==> src/rtl/mmio_output_bridge.sv <==
// Core-to-memory port A bridge with a 16-byte MMIO window.
// TX stores fill a byte FIFO that drains to an external sink over valid/ready.
module mmio_output_bridge #(
  parameter int          WORD_WIDTH_IN_BIT = 32,
  parameter logic [31:0] IO_BASE_ADDR      = 32'hFFFF_FF00,
  parameter int          FIFO_DEPTH        = 16
) (
  input  logic                           clk,
  input  logic                           reset,
  input  logic                           core_en_a,
  input  logic [3:0]                     core_we_a,
  input  logic [31:0]                    core_addr_a,
  input  logic [WORD_WIDTH_IN_BIT-1:0]   core_din_a,
  output logic [WORD_WIDTH_IN_BIT-1:0]   core_dout_a,
  output logic                           mem_en_a,
  output logic [3:0]                     mem_we_a,
  output logic [31:0]                    mem_addr_a,
  output logic [WORD_WIDTH_IN_BIT-1:0]   mem_din_a,
  input  logic [WORD_WIDTH_IN_BIT-1:0]   mem_dout_a,
  output logic                           io_output_valid,
  output logic [7:0]                     io_output_data,
  input  logic                           io_output_ready,
  output logic [$clog2(FIFO_DEPTH):0]    io_buffer_size_avai
);

  localparam int PTR_W = $clog2(FIFO_DEPTH);
  localparam int CNT_W = PTR_W + 1;
  localparam logic [CNT_W-1:0] DEPTH_C = CNT_W'(FIFO_DEPTH);

  localparam logic [3:0] OFS_TX   = 4'h0;
  localparam logic [3:0] OFS_STAT = 4'h4;

  logic [7:0]       fifo_mem [FIFO_DEPTH];
  logic [PTR_W-1:0] rd_ptr;
  logic [PTR_W-1:0] wr_ptr;
  logic [CNT_W-1:0] count;
  logic             overflow_q;
  logic             sel_io_q;
  logic [31:0]      io_rdata_q;

  logic             is_io;
  logic             push_req;
  logic             push_ok;
  logic             pop;
  logic             full;
  logic             stat_wr;
  logic [CNT_W-1:0] free_cnt;
  logic [31:0]      mmio_rdata;

  assign is_io    = (core_addr_a[31:4] == IO_BASE_ADDR[31:4]);
  assign full     = (count == DEPTH_C);
  assign free_cnt = DEPTH_C - count;

  assign push_req = core_en_a & is_io & (core_addr_a[3:0] == OFS_TX) & core_we_a[0];
  assign stat_wr  = core_en_a & is_io & (core_addr_a[3:0] == OFS_STAT) & (|core_we_a);
  assign pop      = io_output_valid & io_output_ready;
  // A pop in the same cycle frees the slot, so a push into a full FIFO still lands.
  assign push_ok  = push_req & (~full | pop);

  always_comb begin
    mmio_rdata = 32'h0;
    if (core_addr_a[3:0] == OFS_STAT)
      mmio_rdata = {overflow_q, 15'b0, {(16-CNT_W){1'b0}}, free_cnt};
  end

  always_ff @(posedge clk) begin
    if (reset) begin
      rd_ptr     <= '0;
      wr_ptr     <= '0;
      count      <= '0;
      overflow_q <= 1'b0;
    end else begin
      if (push_ok)
        wr_ptr <= wr_ptr + 1'b1;
      if (pop)
        rd_ptr <= rd_ptr + 1'b1;
      if (push_ok && !pop)
        count <= count + 1'b1;
      else if (pop && !push_ok)
        count <= count - 1'b1;
      if (push_req && !push_ok)
        overflow_q <= 1'b1;
      else if (stat_wr)
        overflow_q <= 1'b0;
    end
  end

  // Storage needs no reset; the pointers define what is valid.
  always_ff @(posedge clk) begin
    if (push_ok)
      fifo_mem[wr_ptr] <= core_din_a[7:0];
  end

  always_ff @(posedge clk) begin
    if (reset) begin
      sel_io_q   <= 1'b0;
      io_rdata_q <= 32'h0;
    end else if (core_en_a) begin
      sel_io_q   <= is_io;
      io_rdata_q <= mmio_rdata;
    end
  end

  assign core_dout_a         = sel_io_q ? io_rdata_q : mem_dout_a;
  assign mem_en_a            = core_en_a & ~is_io;
  assign mem_we_a            = is_io ? 4'b0 : core_we_a;
  assign mem_addr_a          = core_addr_a;
  assign mem_din_a           = core_din_a;
  assign io_output_valid     = (count != '0);
  assign io_output_data      = fifo_mem[rd_ptr];
  assign io_buffer_size_avai = free_cnt;

endmodule

==> config.mk <==
export PLATFORM = sky130hd
export DESIGN_NAME = mmio_output_bridge
export DESIGN_NICKNAME = d
export VERILOG_FILES = /design/src/rtl/mmio_output_bridge.sv
export SDC_FILE = /design/constraint.sdc
export NUM_CORES = 1
export LEC_CHECK = 0
export CAP_MARGIN = 20
export CORE_AREA = 2 2 145 147
export DETAILED_ROUTE_END_ITERATION = 6
export DIE_AREA = 0 0 147 149
export SYNTH_ARGS = -nofsm -noshare
export SYNTH_HDL_FRONTEND = slang
export SYNTH_SLANG_ARGS = --single-unit
==> constraint.sdc <==
create_clock -name clk -period 4.7 [get_ports clk]
set_clock_uncertainty 0.1 [all_clocks]
set_input_delay 0.705 -clock clk [delete_from_list [all_inputs] [get_ports clk]]
set_output_delay 0.705 -clock clk [all_outputs]
set_load 0.02 [all_outputs]
# Word level (Yosys, flattened, before mapping)

Memories as Yosys holds them, arrays and structs flattened. A register that Yosys moved wholly into a read port is not among the register bits.
Index checks and enable logic that the tools add are counted.
W data, S select, Z words.

Reductions and logical operators: 10
Order comparisons: 0
Mux-type cells: 11
Eq/ne operators: 3
Bitwise operators: 11
Shifts and indexed selects: 0
Multiply operators: 0
Divide/modulo/power cells: 0
Add/subtract/negate cells: 5

Operators by type and width:

| kind                   | count |
|---|---|
| $mux W32               | 2 |
| $eq A28 B28 Y1 const B | 1 |
| $mux W4                | 3 |
| $mux W5                | 2 |
| $add A4 B1 Y4 const B  | 2 |
| $and A1 B1 Y1          | 8 |
| $add A5 B1 Y5 const B  | 1 |
| $eq A5 B5 Y1 const B   | 1 |
| $reduce_bool A5 Y1     | 1 |
| $sub A5 B1 Y5 const B  | 1 |
| $sub A5 B5 Y5 const A  | 1 |
| $eq A4 B3 Y1 const B   | 1 |
| $logic_not A4 Y1       | 1 |
| $mux W1                | 4 |
| $reduce_bool A2 Y1     | 2 |
| $reduce_or A4 Y1       | 1 |
| $logic_and A1 B1 Y1    | 3 |
| $logic_not A1 Y1       | 2 |
| $not A1 Y1             | 2 |
| $or A1 B1 Y1           | 1 |

Memory bits (read-only): 0
Memories kept: 1
Bits in registers: 47
Bits in latches: 0
Bits in writable memories: 128

Memory list:

| name     | depth | bits a word | read ports | clocked after Yosys merged registers in | write ports | line | source |
|---|---|---|---|---|---|---|---|
| fifo_mem | 16    | 8           | 1          | 1                                       | 1           | 33   | `logic [7:0] fifo_mem [FIFO_DEPTH];` |

# Longest topological paths before layout

Word-level depth: 9
Gate-level depth with buffers: 17
Depth with buffers taken out: 16

# Worst setup path before layout

OpenSTA, ideal clock, no wires.

Kind: register -> register
Start: register count[0]
End: register count[4]
Slack: 0.996 ns
Data required time: 4.479 ns
Cell stages (with the launch flop): 17
Setup time: 0.121 ns
Data arrival time: 3.483 ns
Cells stage by stage: dfxtp_1 inv_1 ha_1 nor3b_1 ha_1 nor2b_1 inv_1 and2_1 and4b_4 buf_4 ha_1 inv_1 ha_1 a21o_1 a21oi_1 mux2i_1 mux2_2

Cells in the longest elaborated chain, start to end: 7

Ends and longest elaborated chain:

| element                                            | line    | source |
|---|---|---|
| start: declaration                                 | 36      | `logic [CNT_W-1:0] count;` |
| start signal: assignment                           | 78      | `count <= count + 1'b1;` |
| start signal: assignment                           | 80      | `count <= count - 1'b1;` |
| $reduce_bool A5 Y1 or $eq A5 B5 Y1 (tied branches) | 109, 51 |  |
| $and A1 B1 Y1 or $not A1 Y1 (tied branches)        | 56, 58  |  |
| $or A1 B1 Y1 (*)                                   | 58      | `assign push_ok = push_req & (~full \| pop);` |
| $and A1 B1 Y1 (*)                                  | 58      |  |
| named net push_ok                                  | 43      | `logic push_ok;` |
| $logic_not A1 Y1                                   | 79      | `else if (pop && !push_ok)` |
| $logic_and A1 B1 Y1                                | 79      |  |
| $reduce_bool A2 Y1 (no line)                       | --      |  |

Mark *: on every way through the listed nets, which the timed path passes. The rest lies on a longest branch. The select of a mux whose other input is x is not followed.
A chain may end at the register's enable or synchronous reset.

# Worst setup path after layout

Start: register count[0]
End: register count[4]

Cells in the longest elaborated chain, start to end: 7

Ends and longest elaborated chain:

| element                                            | line |
|---|---|
| $reduce_bool A5 Y1 or $eq A5 B5 Y1 (tied branches) | 109, 51 |
| $and A1 B1 Y1 or $not A1 Y1 (tied branches)        | 56, 58 |
| $or A1 B1 Y1                                       | 58 |
| $and A1 B1 Y1                                      | 58 |
| $logic_not A1 Y1                                   | 79 |
| $logic_and A1 B1 Y1                                | 79 |
| $reduce_bool A2 Y1 (no line)                       | -- |

Parallel ways exist; a longest one is shown, timed or not. The select of a mux whose other input is x is not followed.

==> results.yml <==
timing:
  slew_violations: 0
  period_minus_slack_ns: 4.19
  hold_viol: 0
  grt_setup_unrepaired: "false"
  setup-violations-final: 0
  tns_ns: 0
  tightest_slew_ns: 0.884
  fmax_mhz: 239
  fin_crit_sh_pct: 89.1
  slew_headroom_pct: 40.9
die:
  die_h_um: 149
  fp-row-count: 53
  fp.dieW_um: 147
  dieArea_mm2: 0.0219
  coreArea_mm2: 0.0206
  pin_count: 219
  start_util_pct: 34.0
power_and_ir_drop:
  p_leak_uw: 0.00306
  power_density_mw_per_mm2: 433
  swShare_pct: 29.0
  vdd_drop_max_uv: 504
  switchingPower_uw: 1140
  p_clk_share_pct: 30.5
  power_frac_comb_pct: 30.1
  power_frac_seq_pct: 39.4
  cellInternalPower_uw: 2790
logic_synthesis:
  synth-async-reset-ratio_pct: 0
  yosysSeqAreaShare_pct: 62.1
  synthesis.nets: 567
  synth_edf_count: 128
  syn_area_mm2: 0.00700
  synth_ff_type: "edfxtp_1"
  ys_types: 40
  synth_area_per_cell_um2: 15.6
  ys_warn_count: 0
  synth-seq-cells: 153
  synth_cells: 449
worst_setup_path:
  cp_max_fo: 23
  r2r_cells: 15
  cp-start-kind: "flop"
  critPathKind: "reg -> reg"
  worstPathArrival_ns: 4.40
  worst_ep_required_time_ns: 4.91
  worstSetupEndpointType: "flop"
global_routing:
  grt_max_degree: 34
  grt.total_usage_pct: 16.0
  grt-ovfl-total: 0
  grt_first_pass_wirelength_um: 25700
  antenna_found_initial: 0
  grt_pass1_vias: 4456
clock_network:
  cts-root-buf: "clkbuf_16"
  clock_path_buffers: 2
  cts_made_buffers: 17
  cts_sinks: 153
  postCtsSetupBuffers: 0
  clk_pin_slew_ns: 0.06
  postCtsHoldBufs: 0
  cts_resized: 0
  htreeDepth: 4
  clk_latency_ns: 0.43
  cts_tree: "yes"
min_path:
  hold_depth: 2
  hold_path_class: "reg -> reg"
flow_run:
  drv_cap: 0
routing:
  drt-vias-per-instance: 4.82
  drcViolationCount: 0
  num_vias: 4100
  ant_nets: 0
  avgRoutedWirePerCell_um: 20.3
  drtIter0Drc: 228
  wirelength_um: 17200
  first_pass_iters: 4
final_layout:
  final_cell_mix: "clkdlybuf4s50_1, edfxtp_1, mux4_2"
  drive_gt1_share_pct: 15.7
  nets: 680
  fillCellCount: 1847
  finalNonFillerCells: 850
  diodes: 0
  area_growth_pct: 29.5
  layout_commonest_cell: "clkdlybuf4s50_1"
place:
  gp_congestion: 0.820
  io_buffers: 170
  dpl.cell_count: 817
  hpwlAfterDp_um: 12000
outcome:
  status: "completed"
[cell type report]
class | count | area (um2) | area share (%)
Clock buffer | 19 | 433 | 4.78
Inverter | 11 | 41.3 | 0.456
Tap cell | 275 | 344 | 3.80
Multi-Input combinational cell | 202 | 2040 | 22.5
Timing Repair Buffer | 177 | 1770 | 19.6
Sequential cell | 153 | 4350 | 47.9
Clock inverter | 13 | 82.6 | 0.911
[per-stage QoR]
step           area (um2)  hold WS (ns)  power, uW  worst slack (ns)  utilization, %
2_1_floorplan        7000         0.348       2360             0.996               -
3_3_place_gp         8520         0.370       2760             0.470            41.4
3_5_place_dp         8520         0.372       2770             0.366            41.4
4_1_cts              9040         0.383       3970             0.466            44.0
5_1_grt              9060         0.410       4110             0.156            44.1
6_report             9060         0.383       3930             0.511            44.1
[power groups by stage]
stage / clock network, uW / registers [uW] / logic, uW
3_3_place_gp: 0 / 1570 / 1180
2_1_floorplan: 0 / 1560 / 804
6_report: 1200 / 1550 / 1180
4_1_cts: 1220 / 1550 / 1200
5_1_grt: 1280 / 1550 / 1280
3_5_place_dp: 0 / 1580 / 1190
[cells in the mapped netlist, types with 2 or more instances]
| master | number | share of area, % |
|---|---|---|
| buf_4 | 66 | 7.1 |
| clkbuf_1 | 10 | 0.54 |
| xor2_1 | 5 | 0.63 |
| xnor2_1 | 4 | 0.50 |
| mux4_2 | 40 | 13 |
| mux2_2 | 7 | 1.1 |
| nand4_1 | 7 | 0.63 |
| ha_1 | 13 | 2.3 |
| and2_1 | 8 | 0.72 |
| nand3_1 | 3 | 0.21 |
| nor2b_1 | 34 | 3.0 |
| nor3b_1 | 2 | 0.21 |
| and3_1 | 16 | 1.4 |
| buf_1 | 3 | 0.16 |
| a21oi_1 | 13 | 0.93 |
| nor2_1 | 24 | 1.3 |
| edfxtp_1 | 128 | 55 |
| mux2i_1 | 3 | 0.43 |
| nand2_1 | 5 | 0.27 |
| dfxtp_1 | 25 | 7.2 |
| inv_1 | 11 | 0.59 |
| buf_2 | 3 | 0.21 |
| nor3_1 | 2 | 0.14 |
[flip-flops by register name, summed over array words and instances, names as in the netlist, named ones only]
register / flops
rd_ptr: 4
count: 5
sel_io_q: 1
overflow_q: 1
fifo_mem: 128
wr_ptr: 4
io_rdata_q: 6
[worst max-delay path, cell delays in order, from the launching register on]
cell	delay, ns
dfxtp_1	0.45
inv_1	0.12
ha_1	0.23
nor3b_1	0.17
ha_1	0.21
nor2b_1	0.34
inv_1	0.14
and2_1	0.20
and4b_4	0.49
ha_1	0.26
inv_1	0.12
ha_1	0.30
a21o_1	0.18
a21oi_1	0.18
mux2i_1	0.22
mux2_2	0.35
[worst paths after layout]
path	from	to	slack [ns]
setup reg to reg	count[0]	count[4]	0.51
hold reg to reg	overflow_q	overflow_q	0.38
setup / recovery	count[0]	count[4]	0.51
hold / removal	overflow_q	overflow_q	0.38
[metal layers]
| metal | vias to the layer above | share of wire, % | global-route usage, % |
|---|---|---|---|
| met2 | 204 | 51 | 28.0 |
| met5 | - | 0 | 0 |
| li1 | 1850 | - | - |
| met3 | 21 | 9.0 | 6.39 |
| met1 | 2025 | 39 | 18.0 |
| met4 | 0 | 1.7 | 5.43 |
[kinds of logic after synthesis]
kind of cell             Yosys count  synth area share [%]
multiplexers                      50                  14.4
AO/OA/AOI/OAI                     20                  1.77
adder cells (fa/ha/maj)           14                  2.61
XOR/XNOR                           9                  1.13
buffers and inverters             94                  8.74
flip-flops                       153                  62.1
AND/OR/NAND/NOR                  109                  9.26
Note: power is estimated with default switching activity, not from simulation.
